[src/rtl/uart_tx_buffer_if.sv]
// CPU-side UART write port: push strobe, data byte and registered ready.
interface uart_tx_buffer_if;
  logic       uartWriteReq;
  logic [7:0] uartWriteData;
  logic       uartWriteReady;

  // Producer side (CPU control unit)
  modport master (
    output uartWriteReq,
    output uartWriteData,
    input  uartWriteReady
  );

  // Consumer side (TX buffer)
  modport slave (
    input  uartWriteReq,
    input  uartWriteData,
    output uartWriteReady
  );
endinterface

[src/rtl/uart_tx_buffer.sv]
// UART transmit buffer: a FIFO of bytes written by the CPU, serialised onto the TX pin as
// 8N1 frames, LSB first. Back-to-back frames are sent with no idle gap between stop and start.
// Optional feature: define UART_TX_PARITY_EN to insert an even-parity bit before the stop bit.
module uart_tx_buffer #(
  parameter int unsigned CLKS_PER_BIT = 434,
  parameter int unsigned FIFO_AW      = 4
) (
  input  logic               clk,
  input  logic               reset,
  uart_tx_buffer_if.slave    wr_bus,
  output logic               txSerial,
  output logic               txBusy,
  output logic [FIFO_AW:0]   fifoCount
);

  localparam int unsigned Depth = 2 ** FIFO_AW;
  localparam int unsigned CntW  = (CLKS_PER_BIT > 1) ? $clog2(CLKS_PER_BIT) : 1;
  localparam logic [CntW-1:0]  CntLast = CntW'(CLKS_PER_BIT - 1);
  localparam logic [FIFO_AW:0] CntFull = (FIFO_AW + 1)'(Depth);

  typedef enum logic [2:0] {
    StIdle,
    StStart,
    StData,
`ifdef UART_TX_PARITY_EN
    StParity,
`endif
    StStop
  } state_e;

  state_e             state_q, state_d;
  logic [CntW-1:0]    cnt_q, cnt_d;
  logic [2:0]         bit_q, bit_d;
  logic [7:0]         shift_q, shift_d;
  logic               tx_q, tx_d;
  logic [FIFO_AW-1:0] wr_ptr_q, wr_ptr_d;
  logic [FIFO_AW-1:0] rd_ptr_q, rd_ptr_d;
  logic [FIFO_AW:0]   count_q, count_d;
  logic               ready_q, ready_d;
  logic [7:0]         mem_q [Depth];
`ifdef UART_TX_PARITY_EN
  logic               par_q, par_d;
`endif

  logic       push;
  logic       pop;
  logic       baud_last;
  logic       fifo_nonempty;
  logic [7:0] head;

  assign push          = wr_bus.uartWriteReq && ready_q;
  assign baud_last     = (cnt_q == CntLast);
  // Pops only see bytes stored before this edge; a same-edge push waits one cycle.
  assign fifo_nonempty = (count_q != '0);
  assign head          = mem_q[rd_ptr_q];

  // Frame sequencer: next state, baud counter, bit index, shifter and pop request
  always_comb begin
    state_d = state_q;
    cnt_d   = cnt_q + CntW'(1);
    bit_d   = bit_q;
    shift_d = shift_q;
    pop     = 1'b0;
`ifdef UART_TX_PARITY_EN
    par_d   = par_q;
`endif
    case (state_q)
      StIdle: begin
        cnt_d = '0;
        if (fifo_nonempty) begin
          pop     = 1'b1;
          shift_d = head;
          bit_d   = 3'd0;
          state_d = StStart;
`ifdef UART_TX_PARITY_EN
          par_d   = ^head;
`endif
        end
      end
      StStart: begin
        if (baud_last) begin
          cnt_d   = '0;
          state_d = StData;
        end
      end
      StData: begin
        if (baud_last) begin
          cnt_d = '0;
          if (bit_q == 3'd7) begin
`ifdef UART_TX_PARITY_EN
            state_d = StParity;
`else
            state_d = StStop;
`endif
          end else begin
            bit_d   = bit_q + 3'd1;
            shift_d = shift_q >> 1;
          end
        end
      end
`ifdef UART_TX_PARITY_EN
      StParity: begin
        if (baud_last) begin
          cnt_d   = '0;
          state_d = StStop;
        end
      end
`endif
      StStop: begin
        if (baud_last) begin
          cnt_d = '0;
          // Chain straight into the next start bit when another byte is waiting.
          if (fifo_nonempty) begin
            pop     = 1'b1;
            shift_d = head;
            bit_d   = 3'd0;
            state_d = StStart;
`ifdef UART_TX_PARITY_EN
            par_d   = ^head;
`endif
          end else begin
            state_d = StIdle;
          end
        end
      end
      default: begin
        cnt_d   = '0;
        state_d = StIdle;
      end
    endcase
  end

  // Line level is decoded from the next state so txSerial is a clean register output
  always_comb begin
    tx_d = 1'b1;
    case (state_d)
      StStart:  tx_d = 1'b0;
      StData:   tx_d = shift_d[0];
`ifdef UART_TX_PARITY_EN
      StParity: tx_d = par_d;
`endif
      default:  tx_d = 1'b1;
    endcase
  end

  // FIFO pointer, occupancy and ready bookkeeping
  always_comb begin
    wr_ptr_d = push ? wr_ptr_q + FIFO_AW'(1) : wr_ptr_q;
    rd_ptr_d = pop  ? rd_ptr_q + FIFO_AW'(1) : rd_ptr_q;
    count_d  = count_q;
    if (push && !pop) begin
      count_d = count_q + (FIFO_AW + 1)'(1);
    end else if (pop && !push) begin
      count_d = count_q - (FIFO_AW + 1)'(1);
    end
    ready_d = (count_d != CntFull);
  end

  // State and control registers
  always_ff @(posedge clk or negedge reset) begin
    if (!reset) begin
      state_q  <= StIdle;
      cnt_q    <= '0;
      bit_q    <= '0;
      shift_q  <= '0;
      tx_q     <= 1'b1;
      wr_ptr_q <= '0;
      rd_ptr_q <= '0;
      count_q  <= '0;
      ready_q  <= 1'b1;
`ifdef UART_TX_PARITY_EN
      par_q    <= 1'b0;
`endif
    end else begin
      state_q  <= state_d;
      cnt_q    <= cnt_d;
      bit_q    <= bit_d;
      shift_q  <= shift_d;
      tx_q     <= tx_d;
      wr_ptr_q <= wr_ptr_d;
      rd_ptr_q <= rd_ptr_d;
      count_q  <= count_d;
      ready_q  <= ready_d;
`ifdef UART_TX_PARITY_EN
      par_q    <= par_d;
`endif
    end
  end

  // FIFO storage; contents need no reset since pointers gate every read
  always_ff @(posedge clk) begin
    if (push) begin
      mem_q[wr_ptr_q] <= wr_bus.uartWriteData;
    end
  end

  assign wr_bus.uartWriteReady = ready_q;
  assign txSerial              = tx_q;
  assign txBusy                = (state_q != StIdle);
  assign fifoCount             = count_q;

endmodule

[src/flat_wrapper.sv]
// flat-port wrapper written by rule: the top's interface ports become plain ports
module uart_tx_buffer_flat 
#(
  parameter int unsigned CLKS_PER_BIT = 434,
  parameter int unsigned FIFO_AW      = 4
)
  (clk, reset, txSerial, txBusy, fifoCount, wr_bus_uartWriteReq, wr_bus_uartWriteData, wr_bus_uartWriteReady);
  uart_tx_buffer_if wr_bus_i ();
  input  logic clk;
  input  logic reset;
  output logic txSerial;
  output logic txBusy;
  output logic [FIFO_AW:0] fifoCount;
  input wire logic [$bits(wr_bus_i.uartWriteReq)-1:0] wr_bus_uartWriteReq;
  input wire logic [$bits(wr_bus_i.uartWriteData)-1:0] wr_bus_uartWriteData;
  output wire logic [$bits(wr_bus_i.uartWriteReady)-1:0] wr_bus_uartWriteReady;
  assign wr_bus_i.uartWriteReq = wr_bus_uartWriteReq;
  assign wr_bus_i.uartWriteData = wr_bus_uartWriteData;
  assign wr_bus_uartWriteReady = wr_bus_i.uartWriteReady;
  uart_tx_buffer #(.CLKS_PER_BIT(CLKS_PER_BIT), .FIFO_AW(FIFO_AW)) u_core (.clk(clk), .reset(reset), .wr_bus(wr_bus_i), .txSerial(txSerial), .txBusy(txBusy), .fifoCount(fifoCount));
endmodule
[config.mk]
export PLATFORM = sky130hd
export DESIGN_NAME = uart_tx_buffer_flat
export DESIGN_NICKNAME = d
export VERILOG_FILES = /design/src/rtl/uart_tx_buffer_if.sv /design/src/rtl/uart_tx_buffer.sv /design/src/flat_wrapper.sv
export SDC_FILE = /design/constraint.sdc
export NUM_CORES = 1
export LEC_CHECK = 0
export BUFFER_PORTS_ARGS = -buffer_cell sky130_fd_sc_hd__buf_2
export CORE_MARGIN = 4
export CORE_UTILIZATION = 45
export CTS_CLUSTER_SIZE = 20
export DETAILED_ROUTE_END_ITERATION = 16
export GPL_ROUTABILITY_DRIVEN = 0
export HOLD_SLACK_MARGIN = 0.08
export MAX_ROUTING_LAYER = met4
export PLACE_DENSITY = 0.64
export SLEW_MARGIN = 20
export SYNTH_ARGS = -nofsm -noshare
export SYNTH_HDL_FRONTEND = slang
export SYNTH_SLANG_ARGS = --single-unit
[constraint.sdc]
create_clock -name clk -period 3.9 [get_ports clk]
set_input_delay 0.975 -clock clk [delete_from_list [all_inputs] [get_ports clk]]
set_output_delay 0.975 -clock clk [all_outputs]
set_load 0.005 [all_outputs]
==> reports/metrics.csv <==
metric,value,unit
wl,12800,um
grt_pass1_wl,20600,um
r2r_setup_slack,1.17,ns
port-buffer-count,18,
rows,45,
dp.cells,590,
worstSetupPathDepth,7,
synthToLayoutAreaGrowth,11.8,%
endpoint,u_core.wr_bus.uartWriteReady,
syn-num-nets,422,
vias_per_cell,5.52,
fin_nets,444,
clkSlewWorstSetupHoldPaths,0.06,ns
maxCapViolations,0,
cts_buffer_depth,2,
yosysWarnings,0,
drtAntennaViolNets,0,
ys_seq_area_share,69.3,%
r2r-end,u_core.wr_bus.uartWriteReady,
numClockSinks,166,
postCtsSetupRepairBufs,0,
initial_core_util,45.7,%
die_area,17400,um^2
critPathLaunch,u_core.fifoCount[0],
rsz0062_at_grt,no,
finalHoldViolCount,0,
multi_input_area,2000,um^2
htree_levels,4,
cp_cell_sequence,"inv_1, ha_1, nor4b_2, or3_1, mux2i_1, xor2_1, a2111o_1",
pin_count,19,
synth_area,6920,um^2
grt_max_degree,39,
core_area,15100,um^2
r2r.worst_path.cells,7,
fill_cells,1221,
antennaDiodeCount,0,
arrival,3.08,ns
fin_crit,2.73,ns
ys_ff_latch,166,
cp.required,4.24,ns
hp-class,flip-flop to flip-flop,
drt_first_pass_iters,4,
fp.dieW,132,um
wl_per_cell,20.5,um
finalCritPeriodShare,70.1,%
r2r-start,u_core.fifoCount[0],
numCtsBuffers,17,
dp.final_hpwl,8310,um
syn_inst,399,
critPathKind,flip-flop to flip-flop,
clockRootBuffer,clkbuf_16,
drt-initial-drc-count,177,
crit_buf_inv,1,
async_reset_ff_share,22.9,%
die_h,132,um
regArea,4800,um^2
slowest_delay,0.58,ns
grt_pass1_vias,3576,
max_slew_margin,43.5,%
clk_latency,0.42,ns
maxSlewViolCount,0,
grt-ovfl-total,0,
ctsHoldBuffers,0,
setup_viol,0,
ctsResizeCount,0,
cp-end-kind,flip-flop,
finalSetupTns,0,ns
critPathMaxFanout,15,
p_per_area,672,nW/um^2
leakagePower,0.00271,uW
crit_slowest_cell,or3_1,
drc_errors,0,
vias,3435,
synth_area_per_cell,17.3,um^2
synth_edf_count,128,
grt_use_total,16.2,%
drive_gt1_share,22.6,%
fin_skew,0.00762,ns
worst_setup_path_start_kind,flip-flop,
status,finished clean,
worstMarginPinSlew,0.847,ns
fmax,366,MHz
antenna_found_initial,0,
synth.distinct_cells,44,
synth_ff_type,edfxtp_1,
cts_tree,done,
critPathTopFamily,simple AND/OR/NAND/NOR gates,
ir_drop,0.356,mV
final_cells,622,
==> where the power goes <==
group	switching [uW]	internal (uW)	total, uW
sequential	284	2160	2450
clock	689	815	1500
combinational	591	662	1250
total	1560	3640	5200
==> how the worst min path moves through the flow <==
stage,slack (ns),from,end,cells past startpoint
after detailed placement,0.50,u_core.shift_q[7],u_core.shift_q[7],1
after CTS,0.51,u_core.shift_q[7],u_core.shift_q[7],1
after floorplan,0.47,u_core.shift_q[7],u_core.shift_q[6],2
after global placement,0.49,u_core.shift_q[7],u_core.shift_q[7],1
final,0.51,u_core.shift_q[7],u_core.shift_q[7],1
after global routing,0.54,u_core.bit_q[2],u_core.bit_q[2],1
==> metrics by stage <==
step	power, uW	util [%]	hold WS [ns]	cell area [um^2]	setup slack (ns)
final	5200	51.1	0.508	7740	1.17
after global routing	5480	51.1	0.536	7740	0.968
after floorplan	3340	-	0.473	6920	1.65
after CTS	5260	51.1	0.511	7740	1.17
after detailed placement	3760	47.6	0.497	7210	1.17
after global placement	3730	47.6	0.489	7210	1.30
==> cells in the mapped netlist, drive strengths merged, types with 4 or more instances <==
library cell / n / share of area, %
edfxtp: 128 / 56
dfrtp: 36 / 13
mux4: 36 / 12
nor2: 20 / 1.1
nand2: 18 / 0.98
xnor2: 14 / 1.8
and2: 13 / 1.2
ha: 12 / 2.2
clkbuf: 11 / 0.60
inv: 11 / 0.60
mux2i: 9 / 1.3
a211oi: 8 / 0.87
buf: 8 / 0.61
nor3: 6 / 0.51
o21ai: 6 / 0.43
and3: 5 / 0.45
nand3: 5 / 0.36
nor2b: 5 / 0.45
xor2: 5 / 0.63
a22o: 4 / 0.51
a31oi: 4 / 0.36
nand4: 4 / 0.36
==> per-layer routing <==
layer  global-route usage, %  share of wire [%]  wire, um
met1                    20.8                 44      5580
met2                    25.2                 51      6460
met3                    5.00                4.4       564
met4                    4.78                1.2       151
met5                       -                  0         0
==> kinds of logic (layout without fill, tap and decap cells) <==
logic type / after synthesis / after routing / share of synthesized area (%)
fa+ha+maj: 12 / 12 / 2.17
buf+inv: 30 / 65 / 1.81
compound gates: 35 / 35 / 3.76
other cells: 1 / 1 / 0.0542
xor+xnor: 19 / 19 / 2.40
simple gates: 89 / 89 / 7.16
flops: 166 / 166 / 69.3
mux: 47 / 47 / 13.3
==> placed cells by master (no fill, tap or decap), drive strengths merged, types with 4 or more instances in the layout <==
| cell | n |
|---|---|
| a211oi | 8 |
| a22o | 4 |
| a31oi | 4 |
| and2 | 13 |
| and3 | 5 |
| buf | 22 |
| clkbuf | 17 |
| clkinv | 10 |
| dfrtp | 36 |
| edfxtp | 128 |
| ha | 12 |
| inv | 14 |
| mux2i | 9 |
| mux4 | 36 |
| nand2 | 18 |
| nand3 | 5 |
| nand4 | 4 |
| nor2 | 20 |
| nor2b | 5 |
| nor3 | 6 |
| o21ai | 6 |
| xnor2 | 14 |
| xor2 | 5 |
==> area by class of cell <==
| class | instances | area share, % |
|---|---|---|
| multi-input combinational | 203 | 25.8 |
| timing repair buffer | 22 | 1.71 |
| inverter | 11 | 0.534 |
| sequential | 166 | 62.0 |
| clock inverter | 15 | 1.37 |
| clock buffer | 17 | 5.50 |
| tap | 188 | 3.04 |
==> state kept, by name, summed over array words and instances, names as in the netlist <==
| register | cells |
|---|---|
| u_core.cnt_q | 9 |
| u_core.txSerial | 1 |
| u_core.rd_ptr_q | 4 |
| u_core.mem_q | 128 |
| u_core.wr_bus.uartWriteReady | 1 |
| u_core.wr_ptr_q | 4 |
| u_core.state_q | 3 |
| u_core.fifoCount | 5 |
| u_core.shift_q | 8 |
| u_core.bit_q | 3 |
==> worst reg2reg max path: stages (launching register included) <==
cell and delay, ns:
dfrtp_1 0.48, inv_1 0.16, ha_1 0.15, nor4b_2 0.49, or3_1 0.58, mux2i_1 0.29, xor2_1 0.11, a2111o_1 0.39
(Power assumes the default switching activity.)
